File: src/rtl/mem_bus_arbiter.sv
// Shared main-memory arbiter: VGA reads at fixed top priority, CPU and UART loader
// alternate round-robin; a grant is held until memory acks or the transaction times out.
module mem_bus_arbiter #(
  parameter int TIMEOUT = 16
) (
  input  logic        clk,
  input  logic        rst,
  input  logic        vga_prefetch,
  input  logic        vga_req,
  input  logic [31:0] vga_adr,
  output logic        vga_ack,
  input  logic        cpu_req,
  input  logic        cpu_we,
  input  logic [31:0] cpu_adr,
  input  logic [31:0] cpu_wdat,
  input  logic [3:0]  cpu_sel,
  output logic        cpu_ack,
  input  logic        uart_req,
  input  logic [31:0] uart_adr,
  input  logic [31:0] uart_wdat,
  input  logic [3:0]  uart_sel,
  output logic        uart_ack,
  output logic [31:0] rd_data,
  output logic        bus_err,
  output logic [1:0]  grant,
  output logic        mem_req,
  output logic        mem_we,
  output logic [31:0] mem_adr,
  output logic [31:0] mem_wdat,
  output logic [3:0]  mem_sel,
  input  logic [31:0] mem_rdat,
  input  logic        mem_ack,
  output logic [1:0]  dbg_state
);

  localparam int TW = $clog2(TIMEOUT + 1);

  localparam logic [1:0] OWN_CPU  = 2'b00;
  localparam logic [1:0] OWN_VGA  = 2'b01;
  localparam logic [1:0] OWN_UART = 2'b10;
  localparam logic [1:0] OWN_NONE = 2'b11;

  typedef enum logic [1:0] {
    IDLE = 2'd0,
    BUSY = 2'd1,
    ACK  = 2'd2
  } state_t;

  state_t        state, state_nxt;
  logic [1:0]    owner, owner_nxt;
  logic          rr_uart, rr_uart_nxt;
  logic [TW-1:0] timer, timer_nxt;
  logic [31:0]   rd_data_nxt;
  logic          vga_ack_nxt, cpu_ack_nxt, uart_ack_nxt, bus_err_nxt;
  logic [1:0]    pick;

  // Requester selection; prefetch only suppresses the CPU/UART candidates.
  always_comb begin
    pick = OWN_NONE;
    if (vga_req) begin
      pick = OWN_VGA;
    end else if (!vga_prefetch) begin
      if (cpu_req && uart_req) begin
        pick = rr_uart ? OWN_UART : OWN_CPU;
      end else if (cpu_req) begin
        pick = OWN_CPU;
      end else if (uart_req) begin
        pick = OWN_UART;
      end
    end
  end

  always_ff @(posedge clk or posedge rst) begin
    if (rst) begin
      state    <= IDLE;
      owner    <= OWN_NONE;
      rr_uart  <= 1'b0;
      timer    <= '0;
      rd_data  <= '0;
      vga_ack  <= 1'b0;
      cpu_ack  <= 1'b0;
      uart_ack <= 1'b0;
      bus_err  <= 1'b0;
    end else begin
      state    <= state_nxt;
      owner    <= owner_nxt;
      rr_uart  <= rr_uart_nxt;
      timer    <= timer_nxt;
      rd_data  <= rd_data_nxt;
      vga_ack  <= vga_ack_nxt;
      cpu_ack  <= cpu_ack_nxt;
      uart_ack <= uart_ack_nxt;
      bus_err  <= bus_err_nxt;
    end
  end

  always_comb begin
    state_nxt    = state;
    owner_nxt    = owner;
    rr_uart_nxt  = rr_uart;
    timer_nxt    = timer;
    rd_data_nxt  = rd_data;
    vga_ack_nxt  = 1'b0;
    cpu_ack_nxt  = 1'b0;
    uart_ack_nxt = 1'b0;
    bus_err_nxt  = 1'b0;
    case (state)
      IDLE: begin
        timer_nxt = '0;
        if (pick != OWN_NONE) begin
          owner_nxt = pick;
          state_nxt = BUSY;
          if (pick == OWN_CPU)  rr_uart_nxt = 1'b1;
          if (pick == OWN_UART) rr_uart_nxt = 1'b0;
        end
      end
      BUSY: begin
        timer_nxt = timer + TW'(1);
        // A late ack in the final cycle still counts as success.
        if (mem_ack || timer == TW'(TIMEOUT - 1)) begin
          state_nxt    = ACK;
          rd_data_nxt  = mem_ack ? mem_rdat : 32'h0;
          bus_err_nxt  = !mem_ack;
          vga_ack_nxt  = (owner == OWN_VGA);
          cpu_ack_nxt  = (owner == OWN_CPU);
          uart_ack_nxt = (owner == OWN_UART);
        end
      end
      ACK: begin
        state_nxt = IDLE;
        timer_nxt = '0;
      end
      default: begin
        state_nxt = IDLE;
        timer_nxt = '0;
      end
    endcase
  end

  // Memory side is a pure function of state and the latched owner's live inputs.
  always_comb begin
    mem_req  = 1'b0;
    mem_we   = 1'b0;
    mem_adr  = 32'h0;
    mem_wdat = 32'h0;
    mem_sel  = 4'h0;
    grant    = (state == IDLE) ? OWN_NONE : owner;
    if (state == BUSY) begin
      mem_req = 1'b1;
      case (owner)
        OWN_CPU: begin
          mem_we   = cpu_we;
          mem_adr  = cpu_adr;
          mem_wdat = cpu_wdat;
          mem_sel  = cpu_sel;
        end
        OWN_VGA: begin
          mem_adr = vga_adr;
          mem_sel = 4'hf;
        end
        OWN_UART: begin
          mem_we   = 1'b1;
          mem_adr  = uart_adr;
          mem_wdat = uart_wdat;
          mem_sel  = uart_sel;
        end
        default: mem_req = 1'b1;
      endcase
    end
  end

  assign dbg_state = state;

endmodule

File: config.mk
export PLATFORM = sky130hd
export DESIGN_NAME = mem_bus_arbiter
export DESIGN_NICKNAME = d
export VERILOG_FILES = /design/src/rtl/mem_bus_arbiter.sv
export SDC_FILE = /design/constraint.sdc
export NUM_CORES = 1
export LEC_CHECK = 0
export ABC_AREA = 1
export CAP_MARGIN = 20
export CORE_AREA = 3 3 123 125
export CTS_CLUSTER_DIAMETER = 200
export DETAILED_ROUTE_END_ITERATION = 16
export DIE_AREA = 0 0 126 128
export PLACE_DENSITY = 0.67
export REMOVE_ABC_BUFFERS = 1
export SLEW_MARGIN = 20
export SYNTH_ARGS = -nofsm -noshare
export SYNTH_HDL_FRONTEND = slang
export SYNTH_SLANG_ARGS = --single-unit
export TNS_END_PERCENT = 5
File: constraint.sdc
create_clock -name clk -period 3.09 [get_ports clk]
set_clock_uncertainty 0.1 [all_clocks]
set_input_delay 0.309 -clock clk [delete_from_list [all_inputs] [get_ports clk]]
set_output_delay 0.309 -clock clk [all_outputs]
set_load 0.005 [all_outputs]
==> results.md <==
- DR iter-0 viols: 196
- Top Ports: 318
- CP endpoint kind: output pin
- Critical path type: flip-flop to output pin
- Clock root cell: clkbuf_16
- Final Critical Period: 2737 ps
- Worst Path Required: 2680 ps
- Remaining global-route overflow: 0
- Worst setup SP type: flip-flop
- Worst-skew pair later-pin latency: 280 ps
- Pleak: 3.188 nW
- Cells after Synth: 549
- Num CTS Buffers: 5
- Worst-path clk slew: 60 ps
- Largest net degree at the start of global routing: 65
- Final hold violation count: 0
- Post-synthesis sequential area ratio: 0.3546
- Synth cell types: 19
- CP Max Fanout: 20
- Post-cts resize count: 0
- Util after Layout: 0.4866
- Fmax achieved: 0.3654 GHz
- Max-cap viol count: 0
- Post-synthesis cell area: 3253 um^2
- Slowest cell delay on critical path: 560 ps
- Cts hold-fix bufs: 0
- Die height: 128 um
- WP data arrival: 2330 ps
- DR vias: 4407
- Share of cells above drive strength 1: 0.04211
- VDD IR max: 0.3158 mV
- Die area: 16130 um^2
- Final WL: 15700 um
- Slew Viols, Final: 0
- Synth Area per Inst: 5.926 um^2
- Fin crit share: 0.8857
- Final #Nets: 1064
- Setup repair bufs after CTS: 0
- R2R depth: 5
- YS warnings: 0
- Gr usage total: 0.1827
- Clock Path Buffers: 2
- CTS sink count: 46
- Worst Tran Pin Value: 598.7 ps
- DRC: 0
- Synth async-reset ratio: 1.000
- Worst Hold Class: input pin to asynchronous set/reset pin
- Post-DRT Antenna Nets: 0
- Setup Viol. Count Final: 0
- DR pass1 iterations: 4
- Initial antenna violation count: 2
- Total core area: 13990 um^2
- EDFF count, synth: 0
- CTS tree: built
- H-tree Lvls: 2
- P&R area growth vs syn: 109.2%
- I/O Buffers: 317
- Commonest non-fill, non-tap cell in the layout: clkdlybuf4s50_1
- Avg WL per Cell: 15.17 um
- Antenna fix cells: 0
- Fin Hold WS: 197.0 ps
- Crit path cell chain: nor2_4 > buf_4 > nand2_1 > a21oi_1 > clkdlybuf4s50_1
- PwrDens: 734.0 nW/um^2
- Commonest cells after routing, fill and taps aside: 317 x clkdlybuf4s50_1, 282 x nand2_1, 70 x nand3_1
- First-pass GRT wire length: 23480 um
- Initial Utilization: 0.2326
- FP Rows: 43
- Slew HR: 0.6003
- Outcome: complete, no violations
- Die W: 126 um
- RSZ-0062 raised after global routing: false
- Dpl hpwl: 12370 um
- Via density: 4.258
- Vias in the first global route: 4221
- GP Congestion: 0.9404
- Primary FF master, synth: dfrtp_1
- Slowest-stage cell, CP: clkdlybuf4s50_1
- Post-synthesis register bit count: 46
==> kinds of logic (layout without fill, tap and decap cells) <==
family,count (synthesis),in the layout,share of synthesized area
AND/OR/NAND/NOR,374,374,0.4677
adder cells (fa/ha/maj),2,2,0.007691
flip-flops,46,46,0.3546
AO/OA/AOI/OAI,38,38,0.05961
buffers and inverters,89,395,0.1104
==> registers in the layout (all words and copies together), names as in the netlist <==
register and cells:
bus_err 1, cpu_ack 1, dbg_state 2, owner 2, rd_data 32, rr_uart 1
timer 5, uart_ack 1, vga_ack 1
==> routing by layer <==
layer / share of wire / GRT usage / vias to the layer above / wire (um)
met2: 0.49 / 0.3189 / 161 / 7722
met5: 0.0011 / 0 / - / 17
met4: 0.016 / 0.03975 / 4 / 252
met3: 0.071 / 0.04500 / 21 / 1117
li1: - / - / 2287 / -
met1: 0.42 / 0.2290 / 1934 / 6587
==> final cells by class <==
cell class	count	area, um^2
timing repair buffer	331	3303
fill	1389	7182
inverter	56	210.2
multi-input combinational	414	1748
sequential	46	1154
clock buffer	6	128.9
clock inverter	2	37.54
tap	180	225.2
==> synth_stat cells (2+ instances only) <==
cell / count / share of area
dfstp_2: 2 / 0.016
a21oi_1: 34 / 0.052
nand2_1: 282 / 0.33
ha_1: 2 / 0.0077
clkbuf_1: 12 / 0.014
inv_1: 51 / 0.059
dfrtp_1: 44 / 0.34
nor3_1: 2 / 0.0031
nand3_1: 70 / 0.11
buf_2: 20 / 0.031
or2_2: 2 / 0.0038
nor2_1: 13 / 0.015
nor2_4: 2 / 0.0069
o21ai_0: 3 / 0.0046
inv_2: 5 / 0.0058
or2_1: 2 / 0.0038
==> worst paths after layout <==
kind                               from           to  slack, ps
min in group clk               timer[0]     timer[0]        360
min                                 rst  rd_data[20]        200
max reg2reg                dbg_state[1]     uart_ack       1230
min reg2reg                    timer[0]     timer[0]        360
max                            owner[0]  mem_wdat[2]        350
max in group asynchronous           rst     owner[1]       2040
==> power breakdown <==
group	internal (mW)	total (mW)	switching, mW
sequential	0.861	1.02	0.157
clock	0.382	0.605	0.224
combinational	1.76	3.37	1.62
total	3.00	5.00	2.00
==> worst max-delay path: cells and delay by family (launching register included) <==
kind / cells / cell delay [ps]
buf+inv: 2 / 810
compound gates: 1 / 250
simple gates: 2 / 550
flops: 1 / 410
==> per-stage QoR <==
step | TNS (ps) | setup WS (ps) | instance area (um^2) | cells | power, mW
finish | 0 | 353.2 | 6807 | 1035 | 4.996
global route | 0 | 228.1 | 6807 | 1035 | 5.436
CTS | 0 | 350.6 | 6807 | 1035 | 5.068
detailed placement | 0 | 673.8 | 6640 | 1027 | 4.441
global placement | 0 | 696.3 | 6640 | 1027 | 4.426
floorplan | -3055 | -205.4 | 3104 | 516 | 2.424
(Power assumes the default switching activity.)
